[src/rtl/vga_pattern_gen.sv]
// -----------------------------------------------------------------------------
// vga_pattern_gen
//   Test-pattern generator for the 640x480 VGA path. Takes the visible-area
//   flag and raw sync counters from the sync generator and produces an RGB332
//   pixel one clock later. Eight patterns are selectable: horizontal/vertical
//   stripes, checkerboard, 8-bar colour bars, scrolling horizontal/vertical
//   stripes, diagonal stripes and solid white. The pattern request is only
//   taken at frame start so a change never tears a frame.
//
// Ports
//   clk       in   1   pixel clock
//   clr       in   1   asynchronous active-high reset
//   vidon     in   1   visible-area flag
//   hc        in   10  horizontal counter
//   vc        in   10  vertical counter
//   mode_sel  in   3   requested pattern, sampled when hc==0 && vc==0
//   red       out  3   red intensity   (registered)
//   green     out  3   green intensity (registered)
//   blue      out  2   blue intensity  (registered)
// -----------------------------------------------------------------------------
module vga_pattern_gen #(
    parameter int HBP         = 144,
    parameter int VBP         = 31,
    parameter int STRIPE_LOG2 = 4,
    parameter int BAR_W       = 80,
    parameter int SCROLL_DIV  = 2
) (
    input  logic       clk,
    input  logic       clr,
    input  logic       vidon,
    input  logic [9:0] hc,
    input  logic [9:0] vc,
    input  logic [2:0] mode_sel,
    output logic [2:0] red,
    output logic [2:0] green,
    output logic [1:0] blue
);

    localparam int PX_W  = (BAR_W > 1) ? $clog2(BAR_W) : 1;
    localparam int DIV_W = (SCROLL_DIV > 1) ? $clog2(SCROLL_DIV) : 1;

    localparam logic [9:0]       HBP_V    = 10'(HBP);
    localparam logic [9:0]       VBP_V    = 10'(VBP);
    localparam logic [PX_W-1:0]  BAR_LAST = PX_W'(BAR_W - 1);
    localparam logic [DIV_W-1:0] DIV_LAST = DIV_W'(SCROLL_DIV - 1);

    // Picks the stripe-select bit (bit STRIPE_LOG2) out of a 10-bit coordinate.
    function automatic logic sel_bit(input logic [9:0] v);
        return (((v >> STRIPE_LOG2) & 10'd1) != 10'd0);
    endfunction

    // Stripe colouring: red when the select bit is set, green otherwise.
    function automatic logic [7:0] stripe_rgb(input logic s);
        return {{3{s}}, {3{~s}}, 2'b00};
    endfunction

    logic [2:0]       mode_q,       mode_d;
    logic [9:0]       scroll_off_q, scroll_off_d;
    logic [DIV_W-1:0] div_cnt_q,    div_cnt_d;
    logic [PX_W-1:0]  bar_px_q,     bar_px_d;
    logic [2:0]       bar_idx_q,    bar_idx_d;
    logic [7:0]       pix_q,        pix_d;

    logic       frame_tick_s;
    logic [9:0] x_s;
    logic [9:0] y_s;

    // Frame-synchronous state: pattern latch and scroll divider/offset.
    always_comb begin
        frame_tick_s = (hc == 10'd0) && (vc == 10'd0);
        mode_d       = mode_q;
        scroll_off_d = scroll_off_q;
        div_cnt_d    = div_cnt_q;
        if (frame_tick_s) begin
            mode_d = mode_sel;
            if (div_cnt_q == DIV_LAST) begin
                div_cnt_d    = '0;
                scroll_off_d = scroll_off_q + 10'd1;
            end else begin
                div_cnt_d    = div_cnt_q + DIV_W'(1);
            end
        end else begin
            mode_d = mode_q;
        end
    end

    // Colour-bar position: restarts every visible run, index saturates at the last bar.
    always_comb begin
        bar_px_d  = bar_px_q;
        bar_idx_d = bar_idx_q;
        if (!vidon) begin
            bar_px_d  = '0;
            bar_idx_d = 3'd0;
        end else if (bar_px_q == BAR_LAST) begin
            bar_px_d  = '0;
            if (bar_idx_q == 3'd7) begin
                bar_idx_d = 3'd7;
            end else begin
                bar_idx_d = bar_idx_q + 3'd1;
            end
        end else begin
            bar_px_d  = bar_px_q + PX_W'(1);
        end
    end

    // Pixel colour for the current inputs; uses the mode/offset/bar state before this edge updates them.
    always_comb begin
        x_s   = hc - HBP_V;
        y_s   = vc - VBP_V;
        pix_d = 8'h00;
        if (vidon) begin
            case (mode_q)
                3'd0:    pix_d = stripe_rgb(sel_bit(y_s));
                3'd1:    pix_d = stripe_rgb(sel_bit(x_s));
                3'd2:    pix_d = (sel_bit(x_s) ^ sel_bit(y_s)) ? 8'hFF : 8'h00;
                3'd3:    pix_d = {{3{~bar_idx_q[1]}}, {3{~bar_idx_q[2]}}, {2{~bar_idx_q[0]}}};
                3'd4:    pix_d = stripe_rgb(sel_bit(y_s + scroll_off_q));
                3'd5:    pix_d = stripe_rgb(sel_bit(x_s + scroll_off_q));
                3'd6:    pix_d = stripe_rgb(sel_bit(x_s + y_s));
                3'd7:    pix_d = 8'hFF;
                default: pix_d = 8'h00;
            endcase
        end else begin
            pix_d = 8'h00;
        end
    end

    // State and output registers; clr clears everything, including over a coincident frame tick.
    always_ff @(posedge clk or posedge clr) begin
        if (clr) begin
            mode_q       <= 3'd0;
            scroll_off_q <= 10'd0;
            div_cnt_q    <= '0;
            bar_px_q     <= '0;
            bar_idx_q    <= 3'd0;
            pix_q        <= 8'h00;
        end else begin
            mode_q       <= mode_d;
            scroll_off_q <= scroll_off_d;
            div_cnt_q    <= div_cnt_d;
            bar_px_q     <= bar_px_d;
            bar_idx_q    <= bar_idx_d;
            pix_q        <= pix_d;
        end
    end

    assign red   = pix_q[7:5];
    assign green = pix_q[4:2];
    assign blue  = pix_q[1:0];

endmodule
[config.mk]
export PLATFORM = sky130hd
export DESIGN_NAME = vga_pattern_gen
export DESIGN_NICKNAME = d
export VERILOG_FILES = /design/src/rtl/vga_pattern_gen.sv
export SDC_FILE = /design/constraint.sdc
export NUM_CORES = 1
export LEC_CHECK = 0
export ABC_AREA = 1
export CELL_PAD_IN_SITES_DETAIL_PLACEMENT = 1
export CELL_PAD_IN_SITES_GLOBAL_PLACEMENT = 2
export CORE_MARGIN = 3
export CORE_UTILIZATION = 26
export CTS_CLUSTER_DIAMETER = 80
export DETAILED_ROUTE_END_ITERATION = 10
export PLACE_DENSITY_LB_ADDON = 0.2
export SLEW_MARGIN = 40
export SYNTH_ARGS = -nofsm -noshare
export SYNTH_HDL_FRONTEND = slang
export SYNTH_SLANG_ARGS = --single-unit
[constraint.sdc]
create_clock -name clk -period 1.6 [get_ports clk]
set_clock_uncertainty 0.1 [all_clocks]
set_input_delay 0.24 -clock clk [delete_from_list [all_inputs] [get_ports clk]]
set_output_delay 0.24 -clock clk [all_outputs]
set_load 0.05 [all_outputs]
======== Word level (Yosys, flattened, before mapping) ========
Index checks and enable logic that the tools add are counted.
word-level totals
  logic and storage cells ................. 48
  flip-flop bits (word level) ............. 32
  input bits .............................. 26
cells by class
  equal/unequal tests ..................... 10
  multiplexer cells ....................... 9
  reductions and logical operators ........ 5
  add/sub/neg operators ................... 9
  bitwise logic cells ..................... 9
operators with widths
  cell                                                                   count
  8-bit case mux with 8 select lines                                     1
  10-bit logical NOT                                                     2
  8-bit two-way mux                                                      2
  5-bit adder                                                            3
  3-bit equality test, second input constant                             5
  7-bit two-way mux                                                      2
  10-bit by 1-bit adder with 10-bit output, second input constant        1
  5-bit subtractor, second input constant                                2
  3-bit two-way mux                                                      3
  1-bit NOT                                                              8
  7-bit by 1-bit adder with 7-bit output, second input constant          1
  7-bit equality test, second input constant                             1
  3-bit by 2-bit equality test with 1-bit output, second input constant  2
  3-bit by 1-bit adder with 3-bit output, second input constant          1
  3-bit by 1-bit equality test with 1-bit output, second input constant  1
  3-bit logical NOT                                                      1
  2-bit by 1-bit != test with 1-bit output, second input constant        1
  2-bit AND reduction                                                    1
  1-bit adder, second input constant                                     1
  1-bit logical AND                                                      1
  1-bit two-way mux                                                      1
  1-bit bitwise XOR                                                      1

======== Longest topological paths before layout ========
  depth after elaboration ................. 5
  mapped depth ............................ 14

======== Worst setup path before layout ========
OpenSTA, ideal clock, no wires.
  path kind ............................... input-to-reg
  start point ............................. in vc[0]
  end point ............................... reg pix_q[4]
  setup slack ............................. -51 ps
  arrival ................................. 1429 ps
  cell stages on the path ................. 13
  path through ............................ ha_1 xor2_1 ha_1 nand2_1 inv_1 nand2_1 nand2_1 inv_1 nand2_1 nand3_1 nand3_1 nand2_1 a21oi_2
on the way
  longest elaborated chain between the ends .. 5
  elaborated cells on any way between the ends .. 10
  classes of those cells .................. 3 x add/sub; 3 x mux; 4 x bitwise
ends and longest elaborated chain
  element                                                line     source
  from (decl)                                            32       input logic [9:0] vc,
  5-bit subtractor (*)                                   109      y_s = vc - VBP_V;
  5-bit adder, or another cell as far along              119      3'd6: pix_d = stripe_rgb(sel_bit(x_s + y_s));
  1-bit NOT / 8-bit two-way mux (equally long branches)  54, 115
  8-bit case mux with 8 select lines (*)                 112      case (mode_q)
  8-bit two-way mux (*)                                  111      if (vidon) begin
  to (signal assigned)                                   143      pix_q <= pix_d;
  to (decl)                                              62       logic [7:0] pix_q, pix_d;
Every way passes the cells marked *; elsewhere a longest branch is shown, timed or not.
A chain may end at the register's enable or synchronous reset.

======== Worst setup path in the final report ========
  start point ............................. reg scroll_off_q[3]
  end point ............................... reg pix_q[4]
on the way
  longest elaborated chain between the ends .. 4
  elaborated cells on any way between the ends .. 6
  classes of those cells .................. 2 x add/sub; 2 x mux; 2 x bitwise
ends and longest elaborated chain
  element                                 line      source
  from (decl)                             58        logic [9:0] scroll_off_q, scroll_off_d;
  from (signal assigned)                  139       scroll_off_q <= scroll_off_d;
  5-bit adder, on equally long branches   118, 117
  1-bit NOT                               54        return {{3{s}}, {3{~s}}, 2'b00};
  8-bit case mux with 8 select lines (*)  112
  8-bit two-way mux (*)                   111
Marked as above.

==> results.yml <==
worst_setup_path:
  r2r-start: "scroll_off_q[3]"
  setup.worst_path.start: "scroll_off_q[3]"
  worst_path_largest_cell_delay_ns: 0.46
  r2r_end: "pix_q[4]"
  crit_type: "register to register"
  cp_cell_sequence: "ha_4, nand2_1, inv_1, nand2_2, nand2_2, nand2_2, nand2_1, nor2_1, nor2_1, nand3_1, nand2_1, a21oi_2"
  regToRegSetupSlack_ns: -0.04
  path_buf_inv: 1
  rr_worst_depth: 12
  worstPathMaxFanout: 3
  crit_family: "simple AND/OR/NAND/NOR gates"
  required_ns: 1.68
  slowest_stage: "dfrtp_2"
  crit_arrival_ns: 1.72
  critPathCaptureType: "register"
  critPathLaunchType: "register"
power_and_ir_drop:
  max-vdd-ir-drop_mv: 0.356
  p_total_mw: 1.54
  powerDensity_mw_per_mm2: 595
  leakagePower_nw: 1.30
place:
  pre_cts_ws_ns: -0.739
  placedCellCount: 361
  numPortBuffers: 33
  place.detailed.hpwl_mm: 3.99
  postPlaceCellArea_mm2: 0.00232
  gp_congestion: 0.808
clock_network:
  cts_buffers: 3
  clkSlewWorstSetupHoldPaths_ns: 0.09
  clk-insertion-delay-late_ns: 0.27
  cts_buffer_depth: 2
  cts_sinks: 22
  htreeDepth: 1
  cts_root_buf: "clkbuf_8"
  postCtsHoldBufs: 0
  cts_tree: "yes"
grt:
  grt_max_degree: 23
  grt_overflow: 0
  first_global_vias: 1719
  antenna_found_initial: 0
  track_usage_pct: 13.3
  grt_pass1_wl_mm: 7.91
finish:
  multi_input_area_mm2: 0.00115
  drive_gt1_share_pct: 31.5
  stdcell_area_mm2: 0.00258
  regArea_um2: 553
  fin_nets: 333
  n_fill_cell: 730
  stdcell_count: 367
  insertedDiodeCount: 0
  syn_to_final_growth_pct: 53.3
  finish.utilization_pct: 42.4
yosys:
  synth.distinct_cells: 26
  async_flop_share_pct: 100
  ys_seq_area_share_pct: 32.6
  synth_edf_count: 0
  ys_seq_elements: 22
  synth_top_area_share_pct: 32.6
  netlist_area_mm2: 0.00169
  synthCells: 236
  syn-num-nets: 276
  synth_area_per_cell_um2: 7.15
  ys_warn_count: 0
  ys.flop_type: "dfrtp_1"
  yosys.area.top_type: "dfrtp_1"
  synth_area_leaders: "dfrtp_1, nand2_1, ha_1"
sta:
  final.setup.worst_slack_ns: -0.0393
  setup-violations-final: 1
  rsz0062_at_grt: "yes"
  hold_viol_final: 0
  worstMarginPinSlew_ns: 0.367
  drv_slew: 0
  fin_crit_sh_pct: 102
  setup-tns-final_ns: -0.0393
  max_slew_margin_pct: 75.5
  max_freq_ghz: 0.610
  holdWs_ns: 0.198
  fin_crit_ns: 1.64
routing:
  vias: 1680
  drc_errors: 0
  post_drt_wl_per_cell_um: 12.8
  dr.first_iter.drc_count: 56
  dr.pass1.iters: 4
  drtAntennaViolNets: 0
  vias_per_cell: 4.58
  wl_mm: 4.71
die:
  die_area_mm2: 0.00749
  fp.dieW_um: 86.5
  fp-row-count: 28
  core_mm2: 0.00610
  io_pins: 34
  start_util_pct: 27.7
  die_y_um: 86.5
outcome:
  status: "finished with violations"
  violations: "negative setup slack"
flow_run:
  maxCapViolCount: 0
hold_path:
  hold_class: "input port to asynchronous set/reset pin"
## registers in the layout (all words and copies together), names as in the netlist
register / flops
bar_idx_q: 3
scroll_off_q: 5
mode_q: 3
div_cnt_q: 1
pix_q: 3
bar_px_q: 7
## worst min-delay path, delay by kind of cell
kind	cells	cell delay [ns]
buffers and inverters	3	0.72
## metal layers
| metal | vias to the layer above | share of wire (%) | track usage, % |
|---|---|---|---|
| li1 | 863 | - | - |
| met1 | 796 | 47 | 17.7 |
| met2 | 19 | 50 | 22.7 |
| met3 | 2 | 2.6 | 2.66 |
| met4 | 0 | 0.68 | 2.12 |
| met5 | - | 0 | 0 |
## final cells by class
cell class	instances	share of cell area (%)
Clock inverter	1	1.16
Inverter	39	5.66
Multi-Input combinational cell	168	44.3
Clock buffer	3	1.60
Sequential cell	22	21.4
Tap cell	75	3.63
Timing Repair Buffer	59	22.2
## placed cells by master (no fill, tap or decap), types with 4 or more instances in the layout
cell type / instances
dlymetal6s2s_1: 4
nand4_1: 4
nor3_1: 5
a21oi_2: 5
a21oi_1: 5
buf_4: 30
nand3_1: 17
dfrtp_1: 20
nand2_2: 10
dlygate4sd2_1: 5
nand2_1: 49
inv_2: 8
ha_4: 5
xor2_1: 4
nand3_2: 4
ha_1: 8
buf_12: 6
nor2_1: 23
clkdlybuf4s50_1: 12
inv_1: 31
## worst max path at each step
stage                to  slack (ns)  cells past startpoint
6_report       pix_q[4]       -0.04                     12
5_1_grt        pix_q[4]       -0.22                     12
4_1_cts        pix_q[4]       -0.07                     12
3_5_place_dp   pix_q[4]       -0.74                     14
3_3_place_gp   pix_q[4]       -0.71                     14
2_1_floorplan  pix_q[4]        0.01                     13
## repair_timing
item                       4_1_cts  5_1_grt
buffers inserted                 0        3
gates cloned                     0        0
setup endpoints to repair       15       12
pin swaps                        6       26
gates resized for setup         32       40
## logic make-up after synthesis
family	count (synthesis)	share of synthesized area [%]
buf+inv	46	11.5
fa+ha+maj	14	10.4
xor+xnor	8	4.15
flops	22	32.6
simple gates	127	34.9
compound gates	19	6.38
## power breakdown
group / switching (mW) / leakage (nW) / internal, mW
Clock: 0.200 / 0.0357 / 0.335
Combinational: 0.214 / 0.981 / 0.202
Sequential: 0.0198 / 0.280 / 0.567
Total: 0.433 / 1.30 / 1.10
## synth_stat cells, types with 2 or more instances
library cell,instances
a21oi_1,9
buf_2,2
buf_4,5
dfrtp_1,22
ha_1,14
inv_1,39
nand2_1,58
nand3_1,21
nand4_1,4
nor2_1,25
nor3_1,7
nor3_2,2
nor4_1,3
o211ai_1,3
o21ai_0,5
xnor2_1,2
xor2_1,6
Power figures use the tool's default switching activity.
